--- src/rtl/bin_to_bcd_100_if.sv ---
// Handshake and result bundle for bin_to_bcd_100.
// The seven-segment fields exist only when BIN_TO_BCD_100_SEG_EN is defined.
interface bin_to_bcd_100_if;
  logic       START;
  logic [6:0] BIN;
  logic [3:0] TENS;
  logic [3:0] UNITS;
  logic       BUSY;
  logic       DONE;
  logic       ERR;
`ifdef BIN_TO_BCD_100_SEG_EN
  logic [6:0] SEG_T;
  logic [6:0] SEG_U;

  modport master (output START, BIN,
                  input  TENS, UNITS, BUSY, DONE, ERR, SEG_T, SEG_U);
  modport slave  (input  START, BIN,
                  output TENS, UNITS, BUSY, DONE, ERR, SEG_T, SEG_U);
`else
  modport master (output START, BIN,
                  input  TENS, UNITS, BUSY, DONE, ERR);
  modport slave  (input  START, BIN,
                  output TENS, UNITS, BUSY, DONE, ERR);
`endif
endinterface

--- src/rtl/bin_to_bcd_100.sv ---
// Sequential 7-bit binary to two-digit BCD converter (double dabble, one bit per cycle).
// Optional seven-segment outputs are enabled by defining BIN_TO_BCD_100_SEG_EN.
module bin_to_bcd_100 #(
  parameter logic [3:0] ERR_CODE = 4'hF
) (
  input logic            CLK,
  input logic            RESET,
  bin_to_bcd_100_if.slave bus
);

  localparam int unsigned BIN_W = 7;
  localparam int unsigned DIG_W = 4;
  localparam int unsigned CNT_W = 3;

  typedef enum logic [1:0] {IDLE, SHIFT, FINISH} state_t;

  state_t             state_q;
  logic [BIN_W-1:0]   bin_q, bin_d;
  logic [DIG_W-1:0]   units_q, tens_q, hund_q;
  logic [DIG_W-1:0]   units_d, tens_d, hund_d;
  logic [DIG_W-1:0]   units_adj, tens_adj;
  logic [CNT_W-1:0]   cnt_q;
  logic [DIG_W-1:0]   tens_out_q, units_out_q;
  logic               busy_q, done_q, err_q;

  // One double-dabble step; the hundreds digit never exceeds 1, so it needs no add-3.
  always_comb begin
    units_adj = (units_q >= DIG_W'(5)) ? units_q + DIG_W'(3) : units_q;
    tens_adj  = (tens_q  >= DIG_W'(5)) ? tens_q  + DIG_W'(3) : tens_q;
    units_d   = {units_adj[DIG_W-2:0], bin_q[BIN_W-1]};
    tens_d    = {tens_adj[DIG_W-2:0],  units_adj[DIG_W-1]};
    hund_d    = {hund_q[DIG_W-2:0],    tens_adj[DIG_W-1]};
    bin_d     = {bin_q[BIN_W-2:0], 1'b0};
  end

`ifdef BIN_TO_BCD_100_SEG_EN
  logic [6:0] seg_t_q, seg_u_q;

  // Active-high segments, bit order gfedcba; non-decimal codes blank.
  function automatic logic [6:0] seg7(input logic [DIG_W-1:0] d);
    case (d)
      4'd0:    seg7 = 7'b0111111;
      4'd1:    seg7 = 7'b0000110;
      4'd2:    seg7 = 7'b1011011;
      4'd3:    seg7 = 7'b1001111;
      4'd4:    seg7 = 7'b1100110;
      4'd5:    seg7 = 7'b1101101;
      4'd6:    seg7 = 7'b1111101;
      4'd7:    seg7 = 7'b0000111;
      4'd8:    seg7 = 7'b1111111;
      4'd9:    seg7 = 7'b1101111;
      default: seg7 = 7'b0000000;
    endcase
  endfunction

  assign bus.SEG_T = seg_t_q;
  assign bus.SEG_U = seg_u_q;
`endif

  always_ff @(posedge CLK) begin
    if (RESET) begin
      state_q     <= IDLE;
      bin_q       <= '0;
      units_q     <= '0;
      tens_q      <= '0;
      hund_q      <= '0;
      cnt_q       <= '0;
      tens_out_q  <= '0;
      units_out_q <= '0;
      busy_q      <= 1'b0;
      done_q      <= 1'b0;
      err_q       <= 1'b0;
`ifdef BIN_TO_BCD_100_SEG_EN
      seg_t_q     <= '0;
      seg_u_q     <= '0;
`endif
    end else begin
      case (state_q)
        IDLE: begin
          done_q <= 1'b0;
          if (bus.START) begin
            bin_q   <= bus.BIN;
            units_q <= '0;
            tens_q  <= '0;
            hund_q  <= '0;
            cnt_q   <= '0;
            busy_q  <= 1'b1;
            state_q <= SHIFT;
          end
        end
        SHIFT: begin
          bin_q   <= bin_d;
          units_q <= units_d;
          tens_q  <= tens_d;
          hund_q  <= hund_d;
          cnt_q   <= cnt_q + CNT_W'(1);
          if (cnt_q == CNT_W'(BIN_W - 1)) state_q <= FINISH;
        end
        FINISH: begin
          busy_q  <= 1'b0;
          done_q  <= 1'b1;
          state_q <= IDLE;
          // Any hundreds content means the input was above 99.
          if (hund_q != '0) begin
            tens_out_q  <= ERR_CODE;
            units_out_q <= ERR_CODE;
            err_q       <= 1'b1;
`ifdef BIN_TO_BCD_100_SEG_EN
            seg_t_q     <= '0;
            seg_u_q     <= '0;
`endif
          end else begin
            tens_out_q  <= tens_q;
            units_out_q <= units_q;
            err_q       <= 1'b0;
`ifdef BIN_TO_BCD_100_SEG_EN
            seg_t_q     <= seg7(tens_q);
            seg_u_q     <= seg7(units_q);
`endif
          end
        end
        default: state_q <= IDLE;
      endcase
    end
  end

  assign bus.TENS  = tens_out_q;
  assign bus.UNITS = units_out_q;
  assign bus.BUSY  = busy_q;
  assign bus.DONE  = done_q;
  assign bus.ERR   = err_q;

endmodule

--- src/flat_wrapper.sv ---
// flat-port wrapper written by rule: the top's interface ports become plain ports
module bin_to_bcd_100_flat 
#(
  parameter logic [3:0] ERR_CODE = 4'hF
)
  (CLK, RESET, bus_START, bus_BIN, bus_TENS, bus_UNITS, bus_BUSY, bus_DONE, bus_ERR);
  bin_to_bcd_100_if bus_i ();
  input logic CLK;
  input logic RESET;
  input wire logic [$bits(bus_i.START)-1:0] bus_START;
  input wire logic [$bits(bus_i.BIN)-1:0] bus_BIN;
  output wire logic [$bits(bus_i.TENS)-1:0] bus_TENS;
  output wire logic [$bits(bus_i.UNITS)-1:0] bus_UNITS;
  output wire logic [$bits(bus_i.BUSY)-1:0] bus_BUSY;
  output wire logic [$bits(bus_i.DONE)-1:0] bus_DONE;
  output wire logic [$bits(bus_i.ERR)-1:0] bus_ERR;
  assign bus_i.START = bus_START;
  assign bus_i.BIN = bus_BIN;
  assign bus_TENS = bus_i.TENS;
  assign bus_UNITS = bus_i.UNITS;
  assign bus_BUSY = bus_i.BUSY;
  assign bus_DONE = bus_i.DONE;
  assign bus_ERR = bus_i.ERR;
  bin_to_bcd_100 #(.ERR_CODE(ERR_CODE)) u_core (.CLK(CLK), .RESET(RESET), .bus(bus_i));
endmodule
--- config.mk ---
export PLATFORM = sky130hd
export DESIGN_NAME = bin_to_bcd_100_flat
export DESIGN_NICKNAME = d
export VERILOG_FILES = /design/src/rtl/bin_to_bcd_100_if.sv /design/src/rtl/bin_to_bcd_100.sv /design/src/flat_wrapper.sv
export SDC_FILE = /design/constraint.sdc
export NUM_CORES = 1
export LEC_CHECK = 0
export CORE_MARGIN = 1
export CORE_UTILIZATION = 53
export CTS_CLUSTER_SIZE = 20
export DETAILED_ROUTE_END_ITERATION = 12
export GPL_ROUTABILITY_DRIVEN = 0
export PLACE_DENSITY = 0.8
export SYNTH_ARGS = -nofsm -noshare
export SYNTH_HDL_FRONTEND = slang
export SYNTH_SLANG_ARGS = --single-unit
--- constraint.sdc ---
create_clock -name CLK -period 1.6 [get_ports CLK]
set_clock_uncertainty 0.05 [all_clocks]
set_input_delay 0.32 -clock CLK [delete_from_list [all_inputs] [get_ports CLK]]
set_output_delay 0.32 -clock CLK [all_outputs]
set_load 0.03 [all_outputs]
==> flow_summary.yaml <==
timing:
  rsz0062_at_grt: "no"
  tightest_slew_ns: 0.465
  final-max-slew-violation-count: 0
  hold_viol: 0
  max_freq_mhz: 667
  timing.final.crit_share_pct: 93.6
  setup_viol_count_final: 0
  max-slew-margin-rel_pct: 68.9
  period_minus_slack_ns: 1.50
  fin_tns_setup_ns: 0
worst_hold_path:
  hold_depth: 2
  hold_path.class: "reg -> reg"
drt:
  ant_nets: 0
  drt_iter0_markers: 46
  drc_errors: 0
  num_vias: 1325
  avgViaCountPerCell: 5.74
  wirelength_um: 3160
  firstDrtPassIters: 4
  wl_per_cell_um: 13.7
floorplanning:
  num_rows: 18
  initial_utilization_pct: 58.3
  die_height_um: 55.2
  ioPinCount: 21
  core_um2: 2570
  dieArea_um2: 3040
  die_x_um: 55.2
synthesis:
  synth_top_family_by_area: "compound AO/OA/AOI/OAI gates"
  synth-compound-area-share_pct: 20.7
  synthAdderAreaFrac_pct: 5.01
  avgSynthCellArea_um2: 8.56
  synthDistinctLibCells: 32
  synth_nets: 191
  syn_inst: 175
  ys_seq_area_share_pct: 46.8
  ys_ff_latch: 35
  synthXorXnorAreaFrac_pct: 1.75
  synthSimpleGateAreaFrac_pct: 19.5
  muxShareOfSynthArea_pct: 1.34
  netlist_area_um2: 1500
  yosysWarnings: 0
clocking:
  cts_tree: "done"
  clk_path_buf_depth: 2
  insertion_delay_ns: 0.33
  cts_num_sinks: 35
  cts_max_level: 2
  clk_pin_slew_ns: 0.09
  numCtsBuffers: 5
  clockRootBuffer: "clkbuf_4"
global_route:
  grt_overflow_total: 0
  track_usage_pct: 23.2
  grt_max_degree: 16
  grt_pass1_wl_um: 4820
  grt_pass1_vias: 1129
  antenna_found_initial: 0
worst_setup_path:
  path_cells: "inv_1 > ha_1 > nand2b_1 > nand2_1 > o31a_1 > a21oi_1"
  crit_arrival_ns: 1.71
  worst_setup_path_start_kind: "flop"
  critPathMaxStageDelay_ns: 0.45
  cp_num_cells: 6
  endpoint_kind: "flop"
  cp_slowest_cell: "dfxtp_1"
  critPathMaxFanout: 6
  critPathTopFamily: "flip-flops"
  reg2reg_depth: 6
  path_buf_inv: 1
  rrSetupSlack_ns: 0.10
  critPathKind: "reg -> reg"
  required_ns: 1.82
cells_and_area:
  nets: 218
  area_growth_pct: 19.6
  num-fill-cells: 223
  final_util_pct: 69.8
  seq_area_um2: 701
  drive_above_1_share_pct: 9.95
  antennaDiodeCount: 0
  multi_input_area_um2: 732
placement:
  dp_hpwl_um: 2290
  port_buffers: 20
power_and_ir_drop:
  switching_power_w: 0.000362
  seq_power_share_pct: 61.7
  powerDensity_nw_per_um2: 822
  p_clk_share_pct: 28.7
  power_frac_comb_pct: 9.6
  p_int_w: 0.00111
  total_leakage_power_nw: 0.739
  power.share.switching_pct: 24.6
  peakVddDrop_mv: 0.616
outcome:
  outcome: "completed"
run:
  cap_violations: 0
==> power by group through the flow <==
stage / clock network [W] / registers (W) / logic [W]
6_report: 0.000422 / 0.000909 / 0.000141
2_1_floorplan: 0 / 0.000929 / 0.0000828
5_1_grt: 0.000468 / 0.000913 / 0.000155
3_3_place_gp: 0 / 0.000927 / 0.000133
3_5_place_dp: 0 / 0.000929 / 0.000141
4_1_cts: 0.000433 / 0.000909 / 0.000140
==> state kept, by name (all words and copies together), names as in the netlist <==
register	cells
u_core.bus.ERR	1
u_core.units_q	4
u_core.hund_q	4
u_core.bus.BUSY	1
u_core.bus.TENS	4
u_core.cnt_q	3
u_core.bus.DONE	1
u_core.bus.UNITS	4
u_core.tens_q	4
u_core.bin_q	7
u_core.state_q	2
==> cells in the mapped netlist <==
cell | count | share of area (%)
a21oi_1 | 11 | 3.7
a22o_1 | 5 | 2.9
a22oi_1 | 5 | 2.5
a311oi_1 | 6 | 3.5
a311oi_2 | 1 | 1.0
a31oi_1 | 8 | 3.3
and2b_2 | 1 | 0.58
and3_1 | 1 | 0.42
buf_1 | 1 | 0.25
buf_2 | 4 | 1.3
buf_4 | 2 | 1.0
clkbuf_1 | 2 | 0.50
dfxtp_1 | 35 | 47
ha_1 | 6 | 5.0
inv_1 | 7 | 1.8
mux2i_1 | 2 | 1.3
nand2_1 | 33 | 8.3
nand2b_1 | 3 | 1.3
nand3_1 | 3 | 1.0
nand3b_1 | 1 | 0.50
nor2_1 | 21 | 5.3
nor2_2 | 1 | 0.42
nor2b_1 | 1 | 0.42
nor3_1 | 3 | 1.0
o21ai_0 | 3 | 1.0
o21ai_1 | 2 | 0.67
o22ai_1 | 1 | 0.42
o31a_1 | 1 | 0.58
o41ai_2 | 1 | 1.1
or2_1 | 1 | 0.42
xnor2_1 | 2 | 1.2
xor2_1 | 1 | 0.58
==> cell families (layout without fill, tap and decap cells) <==
group                      after synthesis  after routing
and+or+nand+nor                         69             69
AOI/OAI and AO/OA                       44             44
DFF                                     35             35
buffers and inverters                   16             42
adders and majority gates                6              6
xor gates and xnor gates                 3              3
muxes                                    2              2
==> timing repair <==
action,in CTS,in global routing
gates resized for setup,11,2
pin swaps,0,0
hold buffers,0,0
setup endpoints to repair,11,3
setup buffers,0,0
==> metrics by stage <==
stage	hold WS, ns	instances	total power [W]	worst slack (ns)	area [µm²]
floorplan	0.399	175	0.00101	0.200	1500
global placement	0.393	225	0.00106	-0.0248	1760
detailed placement	0.398	225	0.00107	-0.117	1760
CTS	0.409	231	0.00148	0.0745	1780
global route	0.417	231	0.00154	0.0252	1790
finish	0.405	231	0.00147	0.102	1790
==> area by class of cell <==
cell class / count / area share (%)
repair buffers: 29 / 14.2
well taps: 30 / 2.09
multi-input cells: 124 / 40.9
flip-flops and latches: 35 / 39.1
clock buffers: 6 / 2.30
inverters: 7 / 1.47
==> placed cells by master, fill, tap and decap left out <==
| cell type | instances |
|---|---|
| buf_4 | 9 |
| and3_1 | 1 |
| o21ai_0 | 3 |
| a22oi_1 | 5 |
| or2_1 | 1 |
| nor3_1 | 3 |
| dfxtp_1 | 35 |
| clkbuf_1 | 1 |
| nand2_1 | 33 |
| xor2_1 | 1 |
| a311oi_1 | 6 |
| o21ai_1 | 2 |
| and2b_2 | 1 |
| clkdlybuf4s50_1 | 9 |
| a31oi_1 | 8 |
| ha_1 | 6 |
| nand3_1 | 3 |
| a21oi_1 | 9 |
| a311oi_2 | 1 |
| mux2i_1 | 2 |
| nor2_2 | 1 |
| nand2b_1 | 3 |
| dlygate4sd2_1 | 11 |
| nor2_1 | 21 |
| clkbuf_4 | 5 |
| a22o_1 | 5 |
| o41ai_2 | 1 |
| o22ai_1 | 1 |
| nand3b_1 | 1 |
| o31a_1 | 1 |
| nor2b_1 | 1 |
| xnor2_1 | 2 |
| a21oi_2 | 2 |
| inv_1 | 7 |
==> worst reg2reg max path, cell delays in order, from the launching register on <==
cell and delay (ns):
dfxtp_1 0.45, inv_1 0.09, ha_1 0.23, nand2b_1 0.12
nand2_1 0.07, o31a_1 0.28, a21oi_1 0.14
==> worst paths after layout <==
kind / to / from
hold / removal: u_core.bus.ERR / u_core.bus.ERR
setup reg to reg: u_core.hund_q[0] / u_core.tens_q[0]
setup / recovery: u_core.hund_q[0] / u_core.tens_q[0]
hold reg to reg: u_core.bus.ERR / u_core.bus.ERR
==> layer usage <==
layer  vias to the layer above  wire length, µm  GRT usage [%]  part of all wire [%]
met5                         -                0              0                     0
li1                        662                -              -                     -
met2                        35             1560           38.2                    49
met1                       622             1420           26.8                    45
met3                         6              139           9.02                   4.4
met4                         0               42           9.17                   1.3
Note: power is estimated with default switching activity, not from simulation.
==> patch: new RTL, same flow settings <==
Change the localparam `CNT_W` from 3 to 5.
--- a/src/rtl/bin_to_bcd_100.sv
+++ b/src/rtl/bin_to_bcd_100.sv
@@ -10,7 +10,7 @@
 
   localparam int unsigned BIN_W = 7;
   localparam int unsigned DIG_W = 4;
-  localparam int unsigned CNT_W = 3;
+  localparam int unsigned CNT_W = 5;
 
   typedef enum logic [1:0] {IDLE, SHIFT, FINISH} state_t;
 
Check against the original RTL: same outputs for any inputs over 10 cycles, from zero or initial values and one cycle with RESET high; that may be too few to reach the edited logic, so the function may still have changed.
==> patch against the original RTL <==
- die area grew 11%
- highest routed layer unchanged
- power grew 10%
- non-clock buffer count up 2
- via count is 13% higher
- setup slack better by 16 ps
- critical path type unchanged
- sequential cell count is 2 higher
- area after synthesis increased by 12%
- synthesized cell count increased by 15%
- routed wire length increased by 10%
- final area grew 14%
==> patch: results (changes against the original RTL) <==
Run status
  – Status: completed

Logic synthesis
  – Synth area leaders: dfxtp_1, nand2_1, a21oi_1
  – Post-Syn Nets: 217 (+14%)
  – Top cells by count, synth: dfxtp_1, nand2_1, nor2_1
  – Synth Instances: 201 (+15%)

Min path
  – Hold Startpoint: u_core.bus.BUSY
  – WHS Endpoint: u_core.bus.BUSY

Power and ir drop
  – P per Cell Area: 793 nW/um2 (-3.5%)
  – Leak Pwr: 0.829 nW (+12%)
  – Total sequential power: 0.969 mW (+6.6%)
  – Clock power share: 0.304 (+0.017)
  – Worst VDD drop: 0.000575 V (-6.7%)

Timing
  – Slew headroom: 0.745 (+0.0562)
  – Hold slack final: 409 ps (+4.21 ps)
  – Final Cycle Share: 0.927 (-0.00980)

Global routing
  – Routing usage on met1: 0.270 (+0.00204)
  – Vias in the first global route: 1389 (+23%)
  – Met3 GRT Util: 0.0759 (-0.0143)
  – M2 GR Usage: 0.381 (-0.000574)
  – GRT Resource Usage Total: 0.233 (+0.00137)
  – Global-route wire length before repair: 5.92 mm (+23%)

Placement
  – Placed insts: 267 (+19%)
  – Detailed Place HPWL: 2.56 mm (+12%)
  – Dpl cell area: 1990 um2 (+13%)
  – Dpl ws: -199 ps (-82.1 ps)

Drt
  – Via Count: 1499 (+13%)
  – DRT iter0 DRCs: 111 (+140%)
  – Via density: 5.47 (-4.6%)
  – Met3 wire len: 149 um (+7.2%)

Setup path
  – Crit path from: u_core.units_q[1]
  – Worst setup path endpoint: u_core.units_q[2]
  – R2r endpoint: u_core.units_q[2]

Cells and area
  – # nets final: 246 (+13%)
  – Layout cells sized above 1: 0.126 (+0.0266)
patch: logic make-up (layout without fill, tap and decap cells):
family                   after synthesis  count (layout)  share of synthesized area
flip-flops                            37              37                      0.442
AO/OA/AOI/OAI                         56              56                      0.211
AND/OR/NAND/NOR                       76              76                      0.209
multiplexers                           5               5                     0.0321
buffers and inverters                 19              48                     0.0500
adder cells (fa/ha/maj)                6               6                     0.0448
XOR/XNOR                               2               2                     0.0105
patch: worst min-delay path, delay by kind of cell, from the launching register on:
family | cells | cell delay (ps)
AO/OA/AOI/OAI | 1 | 50
AND/OR/NAND/NOR | 1 | 50
flip-flops | 1 | 320
patch: layout make-up:
type                            instances  area, um2
Tap cell                               44       55.1
Fill cell                             253        986
Sequential cell                        37        742
Timing Repair Buffer                   31        294
Inverter                               10       37.5
Multi-Input combinational cell        145        858
Clock buffer                            7       55.1
patch: timing repair:
action	4_1_cts	5_1_grt
buffers inserted	0	0
pin swaps	0	0
gates resized for setup	11	3
endpoints found under the setup margin	11	4
endpoints found under the hold margin	0	0
